<file path="src/rtl/div_pkg.sv">
// Shared definitions for the sequential divider: FSM state type
// and the default operand width.
package div_pkg;

  localparam int DIV_WIDTH = 32;

  typedef enum logic [1:0] {
    IDLE,
    CALC,
    FIX,
    DONE
  } state_t;

endpackage

</file>
<file path="src/rtl/div_step.sv">
// One restoring-division step: shift in a dividend bit, trial-subtract
// the divisor magnitude, keep or restore. Ports: rem/bit_in/divisor in,
// rem_next/q_bit out.
module div_step #(
  parameter int WIDTH = 32
) (
  input  logic [WIDTH-1:0] rem,
  input  logic             bit_in,
  input  logic [WIDTH-1:0] divisor,
  output logic [WIDTH-1:0] rem_next,
  output logic             q_bit
);

  logic [WIDTH:0] shifted;
  logic [WIDTH:0] diff;

  assign shifted = {rem, bit_in};
  assign diff    = {1'b0, shifted[WIDTH-1:0]} - {1'b0, divisor};

  // A set top bit means the shifted value is >= 2^WIDTH, which always
  // exceeds the divisor; the low-bit difference is then exact mod 2^WIDTH.
  assign q_bit    = shifted[WIDTH] | ~diff[WIDTH];
  assign rem_next = q_bit ? diff[WIDTH-1:0] : shifted[WIDTH-1:0];

endmodule

</file>
<file path="src/rtl/seq_divider.sv">
// Sequential restoring divider, signed/unsigned, one bit per cycle.
// Ports: clk, reset, start, signed_mode, Dividend, Divisor in;
// busy, done, Quotient, Remainder, div_by_zero out.
module seq_divider
  import div_pkg::*;
#(
  parameter int WIDTH     = DIV_WIDTH,
  parameter bit SIGNED_EN = 1'b1
) (
  input  logic             clk,
  input  logic             reset,
  input  logic             start,
  input  logic             signed_mode,
  input  logic [WIDTH-1:0] Dividend,
  input  logic [WIDTH-1:0] Divisor,
  output logic             busy,
  output logic             done,
  output logic [WIDTH-1:0] Quotient,
  output logic [WIDTH-1:0] Remainder,
  output logic             div_by_zero
);

  localparam int CW = $clog2(WIDTH + 1);

  state_t state, state_n;

  logic [CW-1:0]    cnt;
  logic [WIDTH-1:0] rem_q;
  logic [WIDTH-1:0] quo_q;
  logic [WIDTH-1:0] dvs_q;
  logic             neg_q;
  logic             neg_r;
  logic             dz_q;

  logic             sgn;
  logic             accept;
  logic             last;
  logic [WIDTH-1:0] a_mag;
  logic [WIDTH-1:0] b_mag;
  logic [WIDTH-1:0] rem_next;
  logic             q_bit;

  assign sgn    = SIGNED_EN && signed_mode;
  assign accept = (state == IDLE) && start;
  assign last   = (cnt == CW'(WIDTH - 1));
  assign a_mag  = (sgn && Dividend[WIDTH-1]) ? -Dividend : Dividend;
  assign b_mag  = (sgn && Divisor[WIDTH-1]) ? -Divisor : Divisor;

  div_step #(.WIDTH(WIDTH)) u_step (
    .rem      (rem_q),
    .bit_in   (quo_q[WIDTH-1]),
    .divisor  (dvs_q),
    .rem_next (rem_next),
    .q_bit    (q_bit)
  );

  always_ff @(posedge clk) begin
    if (reset) state <= IDLE;
    else       state <= state_n;
  end

  always_comb begin
    state_n = state;
    unique case (state)
      IDLE: if (start) state_n = (Divisor == '0) ? DONE : CALC;
      CALC: if (last) state_n = FIX;
      FIX:  state_n = DONE;
      DONE: state_n = IDLE;
      default: state_n = IDLE;
    endcase
  end

  always_comb begin
    busy = (state != IDLE);
  end

  // quo_q starts as the dividend magnitude and is shifted out MSB-first
  // while quotient bits shift in at the bottom.
  always_ff @(posedge clk) begin
    if (reset) begin
      cnt         <= '0;
      rem_q       <= '0;
      quo_q       <= '0;
      dvs_q       <= '0;
      neg_q       <= 1'b0;
      neg_r       <= 1'b0;
      dz_q        <= 1'b0;
      done        <= 1'b0;
      Quotient    <= '0;
      Remainder   <= '0;
      div_by_zero <= 1'b0;
    end else begin
      done <= (state == DONE);
      case (state)
        IDLE: begin
          if (accept) begin
            cnt <= '0;
            if (Divisor == '0) begin
              quo_q <= '1;
              rem_q <= Dividend;
              dz_q  <= 1'b1;
              neg_q <= 1'b0;
              neg_r <= 1'b0;
            end else begin
              quo_q <= a_mag;
              rem_q <= '0;
              dvs_q <= b_mag;
              dz_q  <= 1'b0;
              neg_q <= sgn && (Dividend[WIDTH-1] ^ Divisor[WIDTH-1]);
              neg_r <= sgn && Dividend[WIDTH-1];
            end
          end
        end
        CALC: begin
          rem_q <= rem_next;
          quo_q <= {quo_q[WIDTH-2:0], q_bit};
          cnt   <= cnt + CW'(1);
        end
        FIX: begin
          if (neg_q) quo_q <= -quo_q;
          if (neg_r) rem_q <= -rem_q;
        end
        DONE: begin
          Quotient    <= quo_q;
          Remainder   <= rem_q;
          div_by_zero <= dz_q;
        end
        default: ;
      endcase
    end
  end

endmodule

</file>
<file path="config.mk">
export PLATFORM = sky130hd
export DESIGN_NAME = seq_divider
export DESIGN_NICKNAME = d
export VERILOG_FILES = /design/src/rtl/div_pkg.sv /design/src/rtl/div_step.sv /design/src/rtl/seq_divider.sv
export SDC_FILE = /design/constraint.sdc
export NUM_CORES = 1
export LEC_CHECK = 0
export ABC_CLOCK_PERIOD_IN_PS = 4030
export BUFFER_PORTS_ARGS = -buffer_cell sky130_fd_sc_hd__buf_2
export CORE_MARGIN = 1
export CORE_UTILIZATION = 35
export CTS_CLUSTER_SIZE = 28
export DETAILED_ROUTE_END_ITERATION = 16
export PLACE_DENSITY = 0.56
export SLEW_MARGIN = 20
export SYNTH_ARGS = -nofsm -noshare
export SYNTH_HDL_FRONTEND = slang
export SYNTH_SLANG_ARGS = --single-unit
</file>
<file path="constraint.sdc">
create_clock -name clk -period 4.03 [get_ports clk]
set_input_delay 0.403 -clock clk [delete_from_list [all_inputs] [get_ports clk]]
set_output_delay 0.403 -clock clk [all_outputs]
set_load 0.03 [all_outputs]
</file>
==> impl_metrics.csv, run 1 <==
group,metric,value,unit
setup_path,path_cells,"inv_1 > ha_1 > fa_1 > nand2b_1 > a21oi_1 > o211ai_1 > a311oi_1 > o21ai_1 > o21ai_4 > buf_4 > mux2_2 > a21oi_1 > o21ai_1",
sta,slew_viol_final,0,
global_route,groute.usage.overall,21.84,%
setup_path,path_buf_inv,2,
cells_and_area,final_util,40.59,%
place,port_buffers,134,
floorplan,coreArea,0.03353,mm^2
setup_path,r2r_cells,13,
yosys,synth_ff_type,"dfxtp_1",
cts,holdBufCountCts,0,
cts,cts_tree,"built",
cts,ctsResizeCount,0,
yosys,synth_area_leaders,"dfxtp_1 (29%), mux2i_1 (6.5%), nor2_1 (6.4%)",
hold_path,holdPathStages,3,
sta,timing.fmax,273.7,MHz
yosys,synth_top_area_cell,"dfxtp_1",
setup_path,timing.rr.start,"quo_q[31]",
sta,post-route-min-period,3.654,ns
yosys,synth.top_cell.area_share,29.05,%
setup_path,crit_family,"compound AO/OA/AOI/OAI gates",
detailed_routing,avgRoutedWirePerCell,18.42,um
sta,worst_pin_slew,0.9761,ns
yosys,synth-async-reset-ratio,0,%
setup_path,crit_required,4.37,ns
floorplan,fp.dieH,186.5,um
global_route,grt_max_degree,72,
detailed_routing,viasPerCell,5.599,
yosys,synth-edff-count,0,
global_route,grt_first_pass_wirelength,60760,um
detailed_routing,antenna_left,0,
power_and_ir_drop,power_leakage,5.417,nW
floorplan,start_util,35.55,%
cells_and_area,seqCellArea,0.003463,mm^2
cts,clk_path_buf_depth,2,
hold_path,hp-start,"start",
floorplan,io_pins,135,
sta,finalSetupTns,0,ns
yosys,netlist_instances,1538,
yosys,ys_seq_area_share,29.05,%
floorplan,dieArea,0.03480,mm^2
sta,hold_violations,0,
detailed_routing,dr.first_iter.drc_count,996,
global_route,antenna_found_initial,1,
power_and_ir_drop,power_density,944.7,mW/mm^2
yosys,syn_area,0.01192,mm^2
setup_path,worstReg2RegEnd,"rem_q[13]",
setup_path,path_class,"flip-flop to flip-flop",
cells_and_area,nets,1731,
cts,insertion_delay,0.46,ns
cts,post-cts-setup-buffers,0,
setup_path,cp.arrival,4.00,ns
cts,cts_max_level,4,
sta,slew_headroom,34.33,%
status,status,"finished clean",
setup_path,cp-end-kind,"flip-flop",
yosys,synth_common_cells,"nor2_1 (203), dfxtp_1 (173), nand2_1 (130)",
setup_path,rrSetupSlack,0.38,ns
cts,path_clk_slew,0.08,ns
setup_path,cp-start-kind,"flip-flop",
detailed_routing,vias,11660,
yosys,yosysWarnings,0,
cells_and_area,fill_cells,3517,
setup_path,critPathMaxStageDelay,0.44,ns
hold_path,holdPathEnd,"dz_q",
floorplan,die_w,186.5,um
place,dp_hpwl,28890,um
setup_path,cp_slowest_cell,"a311oi_1",
cells_and_area,drive_gt1_share,14.26,%
sta,fin_crit_sh,90.67,%
floorplan,num_rows,67,
flow_run,cap_violations,0,
sta,skew,0.01730,ns
place,gp_congestion,0.9145,
yosys,syn-num-nets,1648,
detailed_routing,wl,38380,um
yosys,synthDistinctLibCells,85,
setup_path,worstPathMaxFanout,13,
cells_and_area,multiInputGateArea,0.007814,mm^2
sta,rsz0062_at_grt,"false",
yosys,synth.most_common_cell,"nor2_1",
global_route,grt-ovfl-total,0,
detailed_routing,drtPass1Iterations,5,
cts,cts_root_buf,"clkbuf_16",
sta,setup_violations,0,
global_route,grt_pass1_vias,10740,
power_and_ir_drop,vdd_ir_drop_max,0.3622,mV
cts,numClockSinks,173,
hold_path,min_path_type,"input pin to flip-flop",
yosys,ys_ff_latch,173,
detailed_routing,drc,0,
cells_and_area,area_growth_syn_to_layout,14.19,%
yosys,synth_area_per_cell,7.750,um^2
cts,cts_buffers,17,
worst min-delay path, delay by kind of cell:
| kind | cells | cell delay (ns) |
|---|---|---|
| buffers and inverters | 1 | 0.12 |
| AND/OR/NAND/NOR | 1 | 0.08 |
| AO/OA/AOI/OAI | 1 | 0.06 |
logic make-up (layout without fill, tap and decap cells):
| logic type | count (synthesis) | after routing | share of synthesized area [%] |
|---|---|---|---|
| compound gates | 450 | 450 | 24.98 |
| xor+xnor | 118 | 118 | 8.670 |
| fa+ha+maj | 42 | 42 | 4.471 |
| buf+inv | 169 | 265 | 5.637 |
| flops | 173 | 173 | 29.05 |
| mux | 82 | 82 | 6.928 |
| other cells | 0 | 1 | 0 |
| simple gates | 504 | 504 | 20.26 |
worst max path at each step:
stage,start,endpoint,cells past startpoint
4_1_cts,quo_q[31],rem_q[13],13
3_5_place_dp,quo_q[31],rem_q[13],13
5_1_grt,quo_q[31],rem_q[13],13
6_report,quo_q[31],rem_q[13],13
3_3_place_gp,quo_q[31],rem_q[13],13
2_1_floorplan,quo_q[31],rem_q[25],13
sequential cells by signal (all words and copies together), names as in the netlist:
name / cells
dvs_q: 32
cnt: 6
rem_q: 32
Quotient: 32
state: 2
Remainder: 32
quo_q: 32
div_by_zero: 1
done: 1
neg_r: 1
dz_q: 1
neg_q: 1
power breakdown:
part	internal [mW]	switching, mW
Clock	0.938	0.825
Sequential	2.11	0.618
Combinational	3.20	5.17
cell type report:
class	instances	area share, %
tap	448	4.118
multi-input combinational	1196	57.40
clock inverter	15	1.296
clock buffer	17	3.125
antenna	1	0.01838
inverter	69	1.903
timing repair buffer	164	6.692
sequential	173	25.44
metrics by stage:
step	std cells	hold slack [ns]	instance area, um^2	total power [mW]	setup slack [ns]
2_1_floorplan	1538	0.4316	11920	8.824	0.8855
3_3_place_gp	2050	0.4421	13010	10.94	0.3962
3_5_place_dp	2050	0.4510	13010	10.99	0.3770
4_1_cts	2082	0.2590	13610	12.79	0.3609
5_1_grt	2083	0.2785	13610	13.81	0.06233
6_report	2083	0.2661	13610	12.86	0.3758
layer usage:
metal | GRT usage [%] | up-vias | routed length, um
li1 | - | 5711 | -
met1 | 31.22 | 5484 | 18510
met2 | 33.38 | 417 | 16540
met3 | 3.423 | 51 | 2450
met4 | 6.967 | 0 | 873
met5 | 0 | - | 0
layout by cell type, fill, tap and decap left out, drive strengths merged, types with 12 or more instances in the layout:
master,count
mux2i,78
ha,41
xnor2,68
o21ai,100
xor2,50
or3,12
nor2,204
a21oi,116
dfxtp,173
clkbuf,17
inv,78
nand3,17
a211oi,44
a221oi,27
o31ai,23
nor3,45
buf,164
a32oi,14
nand2,130
nor4,19
a31oi,22
a21o,26
Power figures use the tool's default switching activity.
==> run 2: changes to the inputs <==
--- a/config.mk
+++ b/config.mk
@@ -5,6 +5,7 @@
 export SDC_FILE = /design/constraint.sdc
 export NUM_CORES = 1
 export LEC_CHECK = 0
+export ABC_AREA = 1
 export ABC_CLOCK_PERIOD_IN_PS = 4030
 export BUFFER_PORTS_ARGS = -buffer_cell sky130_fd_sc_hd__buf_2
 export CORE_MARGIN = 1
==> impl_metrics.csv, run 2 <==
group,metric,value,unit
yosys,synthDistinctLibCells,50,
floorplan,num_rows,72,
yosys,synth.top_cell.area_share,25.03,%
setup_path,r2r_cells,17,
floorplan,start_util,35.63,%
sta,hold_violations,0,
hold_path,holdPathEnd,"dvs_q[0]",
yosys,synth-simple-area-share,37.01,%
global_route,grt_pass1_vias,14150,
place,place_area,0.01488,mm^2
cts,clk_path_buf_depth,2,
power_and_ir_drop,power_leakage,7.523,nW
global_route,grt_first_pass_wirelength,83160,um
setup_path,cp-start-kind,"flip-flop",
detailed_routing,avgRoutedWirePerCell,18.50,um
setup_path,path_class,"flip-flop to flip-flop",
yosys,ys_ff_latch,173,
detailed_routing,drc,0,
yosys,netlist_instances,2349,
cells_and_area,layout_commonest_cell,"nand2_1",
yosys,synth_top_family_by_area,"simple AND/OR/NAND/NOR gates",
cells_and_area,layout_common_cells,"nand2_1 (603), inv_1 (318), nor2_1 (243)",
sta,skew,0.01253,ns
global_route,antenna_found_initial,0,
cells_and_area,final_cell_area,0.01545,mm^2
sta,rsz0062_at_grt,"false",
detailed_routing,dr.first_iter.drc_count,1589,
place,gp_congestion,0.9670,
floorplan,io_pins,135,
power_and_ir_drop,vdd_ir_drop_max,0.4526,mV
detailed_routing,vias,15510,
global_route,grt-ovfl-total,0,
sta,fin_crit_sh,79.02,%
yosys,synth_compound_area_share,17.69,%
sta,timing.fmax,314.0,MHz
cells_and_area,n_antenna_cell,0,
yosys,syn-num-nets,2459,
sta,post-route-min-period,3.184,ns
detailed_routing,antenna_left,0,
cells_and_area,drive_gt1_share,12.29,%
yosys,synth-edff-count,0,
yosys,synth_area_per_cell,5.890,um^2
detailed_routing,viasPerCell,5.238,
yosys,synth_area_leaders,"dfxtp_1 (25%), nand2_1 (16%), inv_1 (8.7%)",
yosys,synth-async-reset-ratio,0,%
cells_and_area,nets,2539,
sta,slew_headroom,31.25,%
cells_and_area,seqCellArea,0.003463,mm^2
setup_path,timing.rr.start,"quo_q[31]",
global_route,groute.usage.overall,26.77,%
yosys,synth_fa_ha_area_share,3.852,%
detailed_routing,drtPass1Iterations,6,
cts,insertion_delay,0.47,ns
cts,cts_buffers,17,
yosys,ys_seq_area_share,25.03,%
cells_and_area,multiInputGateArea,0.008706,mm^2
setup_path,rrSetupSlack,0.85,ns
sta,whs,0.2205,ns
floorplan,fp.dieH,200.8,um
cts,post-cts-setup-buffers,0,
place,dp_hpwl,42460,um
setup_path,worstReg2RegEnd,"rem_q[23]",
yosys,synth_ff_type,"dfxtp_1",
yosys,synth_top_area_cell,"dfxtp_1",
yosys,yosys-mux-area-fraction,0,%
setup_path,cp.arrival,3.51,ns
hold_path,min_path_type,"input pin to flip-flop",
sta,finalSetupTns,0,ns
setup_path,cp-end-kind,"flip-flop",
cts,cts_max_level,4,
yosys,yosysWarnings,0,
yosys,synth_xor_area_share,4.241,%
cts,path_clk_slew,0.08,ns
power_and_ir_drop,power_density,1009,mW/mm^2
yosys,synth_common_cells,"nand2_1 (603), inv_1 (319), nor2_1 (243)",
power_and_ir_drop,p_total,15.58,mW
setup_path,worstPathMaxFanout,43,
sta,worst_pin_slew,1.031,ns
sta,setup_violations,0,
cts,cts_tree,"built",
cells_and_area,area_growth_syn_to_layout,11.65,%
floorplan,coreArea,0.03883,mm^2
flow_run,cap_violations,0,
hold_path,holdPathStages,3,
setup_path,crit_required,4.36,ns
place,port_buffers,134,
cts,cts_root_buf,"clkbuf_16",
cts,holdBufCountCts,0,
detailed_routing,wl,54750,um
cts,ctsResizeCount,0,
cells_and_area,fill_cells,4332,
sta,slew_viol_final,0,
global_route,grt_max_degree,69,
yosys,syn_area,0.01384,mm^2
floorplan,dieArea,0.04033,mm^2
floorplan,die_w,200.8,um
cts,numClockSinks,173,
status,status,"finished clean",
yosys,synth.most_common_cell,"nand2_1",
hold_path,hp-start,"Divisor[0]",
[run 2: cell count changes in the layout (fill, tap and decap cells not counted), moves of 38 or more]
cell | before | now
a21oi_1 | 115 | 222
a211oi_1 | 44 | 0
nor2_1 | 203 | 243
nand3_1 | 17 | 189
xnor2_1 | 68 | 18
inv_1 | 69 | 318
nand2_1 | 130 | 603
o21ai_0 | 65 | 143
nor2_2 | 0 | 44
nand4_1 | 7 | 45
mux2i_1 | 78 | 0
[run 2: worst max-delay path, cell delays in order, from the launching register on]
cell and delay [ns]:
dfxtp_1 0.42, inv_1 0.11, ha_1 0.22, fa_1 0.42
inv_1 0.10, nand3_1 0.08, nand2_2 0.13, nand2_1 0.08
nand2_2 0.12, nand2_1 0.08, nand2_2 0.12, nand2_2 0.08
nand3_4 0.41, nand3_1 0.32, nand3_1 0.17, nand2_1 0.07
nand2_1 0.07, a21oi_2 0.05
[run 2: area by class of cell]
class | instances | area share (%)
Sequential cell | 173 | 22.42
Timing Repair Buffer | 149 | 5.087
Multi-Input combinational cell | 1748 | 56.36
Clock buffer | 20 | 2.956
Clock inverter | 12 | 0.7209
Tap cell | 518 | 4.196
Inverter | 340 | 8.262
[run 2: worst max-delay path by stage]
stage	cells past startpoint	to	slack, ns	start
floorplan	18	rem_q[18]	1.77	quo_q[31]
global placement	17	rem_q[23]	0.86	quo_q[31]
detailed placement	17	rem_q[23]	0.83	quo_q[31]
CTS	17	rem_q[23]	0.83	quo_q[31]
global route	16	quo_q[0]	0.66	quo_q[31]
finish	17	rem_q[23]	0.85	quo_q[31]
[run 2: report_power, final]
part / internal [mW] / switching (mW) / total, mW
sequential: 2.15 / 0.493 / 2.65
clock: 0.888 / 0.786 / 1.67
combinational: 3.30 / 7.96 / 11.3
total: 6.34 / 9.24 / 15.6
[run 2: routing by layer]
| layer | global-route usage (%) | vias to the layer above | wire, um |
|---|---|---|---|
| met1 | 38.13 | 7148 | 25970 |
| met5 | 0 | - | 0 |
| met3 | 4.156 | 65 | 3872 |
| li1 | - | 7708 | - |
| met2 | 40.70 | 584 | 23480 |
| met4 | 9.324 | 0 | 1435 |
[run 2: through the flow]
step	setup slack, ns	instances	util, %
2_1_floorplan	1.766	2349	-
3_3_place_gp	0.8576	2928	38.32
3_5_place_dp	0.8315	2928	38.32
4_1_cts	0.8264	2960	39.78
5_1_grt	0.6558	2960	39.78
6_report	0.8456	2960	39.78
[run 2: cell families after synthesis]
logic type	after synthesis
adders and majority gates	42
AOI/OAI and AO/OA	452
buffers and inverters	428
DFF	173
and+or+nand+nor	1187
xor gates and xnor gates	67
==> run 3: changes to the inputs <==
--- a/config.mk
+++ b/config.mk
@@ -6,7 +6,7 @@
 export NUM_CORES = 1
 export LEC_CHECK = 0
 export ABC_AREA = 1
-export ABC_CLOCK_PERIOD_IN_PS = 4030
+export ABC_CLOCK_PERIOD_IN_PS = 3200
 export BUFFER_PORTS_ARGS = -buffer_cell sky130_fd_sc_hd__buf_2
 export CORE_MARGIN = 1
 export CORE_UTILIZATION = 35
==> constraint.sdc (replaced) <==
create_clock -name clk -period 3.2 [get_ports clk]
set_input_delay 0.32 -clock clk [delete_from_list [all_inputs] [get_ports clk]]
set_output_delay 0.32 -clock clk [all_outputs]
set_load 0.03 [all_outputs]
==> impl_metrics.csv, run 3 (synthesis results as in run 2) <==
group,metric,value,unit
floorplan,start_util,35.63,%
cts,post-cts-setup-buffers,0,
cells_and_area,fill_cells,4299,
hold_path,holdPathStages,3,
sta,timing.fmax,343.8,MHz
power_and_ir_drop,power_density,1284,mW/mm^2
detailed_routing,drtPass1Iterations,7,
detailed_routing,wl,54920,um
cts,cts_max_level,4,
cells_and_area,area_growth_syn_to_layout,12.61,%
setup_path,crit_required,3.49,ns
floorplan,dieArea,0.04033,mm^2
cts,clk_path_buf_depth,2,
place,dp_hpwl,43180,um
cts,cts_tree,"built",
setup_path,path_buf_inv,3,
setup_path,cp.arrival,3.20,ns
global_route,grt-ovfl-total,0,
setup_path,cp-end-kind,"flip-flop",
setup_path,critPathMostFrequentCell,"nand2_1",
sta,rsz0062_at_grt,"false",
setup_path,crit_family,"simple AND/OR/NAND/NOR gates",
floorplan,die_w,200.8,um
detailed_routing,dr.first_iter.drc_count,1497,
setup_path,worstReg2RegEnd,"rem_q[11]",
global_route,antenna_found_initial,1,
setup_path,path_cells,"inv_1 > ha_1 > fa_1 > inv_1 > nand3_1 > nand2_2 > nand2_1 > nand2_2 > nand2_1 > nand2_2 > nand2_2 > nand3_4 > buf_12 > nand2_1 > nand3_1 > nand2_1 > nand2_1 > a21oi_1",
place,port_buffers,134,
cts,cts_root_buf,"clkbuf_16",
setup_path,cp-start-kind,"flip-flop",
global_route,groute.usage.overall,27.02,%
status,status,"finished clean",
cells_and_area,instances_no_fill,2971,
sta,slew_headroom,29.92,%
cells_and_area,nets,2550,
global_route,grt_max_degree,79,
place,gp_congestion,0.9703,
detailed_routing,antenna_left,0,
cells_and_area,layout_common_cells,"nand2_1 (603), inv_1 (318), nor2_1 (243)",
detailed_routing,drc,0,
sta,slew_viol_final,0,
cells_and_area,seqCellArea,0.003463,mm^2
power_and_ir_drop,power_leakage,7.602,nW
floorplan,num_rows,72,
global_route,grt_pass1_vias,14400,
cells_and_area,layout_commonest_cell,"nand2_1",
cells_and_area,drive_gt1_share,12.68,%
cells_and_area,final_cell_area,0.01558,mm^2
sta,skew,0.01669,ns
floorplan,coreArea,0.03883,mm^2
hold_path,min_path_type,"input pin to flip-flop",
setup_path,r2r_cells,18,
place,place_area,0.01497,mm^2
power_and_ir_drop,p_total,20.00,mW
setup_path,worstPathMaxFanout,26,
cts,insertion_delay,0.46,ns
place,dp_cells,2939,
global_route,grt_first_pass_wirelength,84110,um
hold_path,holdPathEnd,"dvs_q[1]",
setup_path,path_class,"flip-flop to flip-flop",
cells_and_area,multiInputGateArea,0.008706,mm^2
sta,finalSetupTns,0,ns
sta,hold_violations,0,
detailed_routing,viasPerCell,5.253,
setup_path,rrSetupSlack,0.29,ns
flow_run,cap_violations,0,
setup_path,timing.rr.start,"quo_q[31]",
detailed_routing,avgRoutedWirePerCell,18.48,um
sta,post-route-min-period,2.908,ns
sta,setup_violations,0,
floorplan,io_pins,135,
floorplan,fp.dieH,200.8,um
setup_path,critPathMaxStageDelay,0.44,ns
cells_and_area,n_antenna_cell,0,
detailed_routing,vias,15610,
hold_path,hp-start,"Divisor[1]",
cells_and_area,final_util,40.13,%
setup_path,cp_slowest_cell,"dfxtp_1",
cts,cts_buffers,17,
cts,holdBufCountCts,0,
sta,worst_pin_slew,1.051,ns
cts,numClockSinks,173,
power_and_ir_drop,vdd_ir_drop_max,0.5052,mV
cts,ctsResizeCount,0,
sta,fin_crit_sh,90.89,%
cts,path_clk_slew,0.08,ns
run 3: cell types whose count changed in the layout (fill, tap and decap cells not counted), moves of 2 or more:
cell,previous run,this run
buf_4,16,26
clkinv_2,3,1
clkinv_4,2,0
inv_8,0,3
run 3: through the flow:
| stage | worst slack, ns | hold slack [ns] |
|---|---|---|
| global route | 0.01470 | 0.1445 |
| floorplan | 0.9355 | 0.4331 |
| global placement | 0.3505 | 0.4573 |
| finish | 0.2916 | 0.1407 |
| CTS | 0.2949 | 0.1240 |
| detailed placement | 0.3195 | 0.4619 |
run 3: final cells by class:
class                   count  share of cell area [%]
clock buffers              20                   2.931
clock inverters            12                  0.9557
inverters                 340                   8.191
multi-input cells        1748                   55.88
flip-flops and latches    173                   22.23
well taps                 518                   4.160
repair buffers            160                   5.654
run 3: worst max-delay path by stage:
stage | from | endpoint | slack, ns | cells after the start
floorplan | quo_q[31] | rem_q[18] | 0.94 | 18
global placement | quo_q[31] | rem_q[5] | 0.35 | 18
detailed placement | quo_q[31] | rem_q[5] | 0.32 | 18
CTS | quo_q[31] | rem_q[5] | 0.29 | 18
global route | quo_q[31] | rem_q[6] | 0.01 | 18
finish | quo_q[31] | rem_q[11] | 0.29 | 18
run 3: worst min-delay path: cells and delay by family:
| family | cells | cell delay (ns) |
|---|---|---|
| AOI/OAI and AO/OA | 1 | 0.07 |
| and+or+nand+nor | 1 | 0.06 |
| buffers and inverters | 1 | 0.10 |
run 3: routing by layer:
metal | track usage, % | wire (um) | up-vias
li1 | - | - | 7750
met1 | 38.20 | 25980 | 7231
met2 | 40.80 | 23330 | 547
met3 | 5.731 | 4111 | 78
met4 | 8.179 | 1492 | 0
met5 | 0 | 0 | -
run 3: power by group:
group / total, mW / leakage, nW / switching [mW] / internal (mW)
clock network: 2.25 / 0.294 / 1.03 / 1.22
logic: 14.4 / 5.90 / 10.1 / 4.29
registers: 3.33 / 1.41 / 0.619 / 2.71
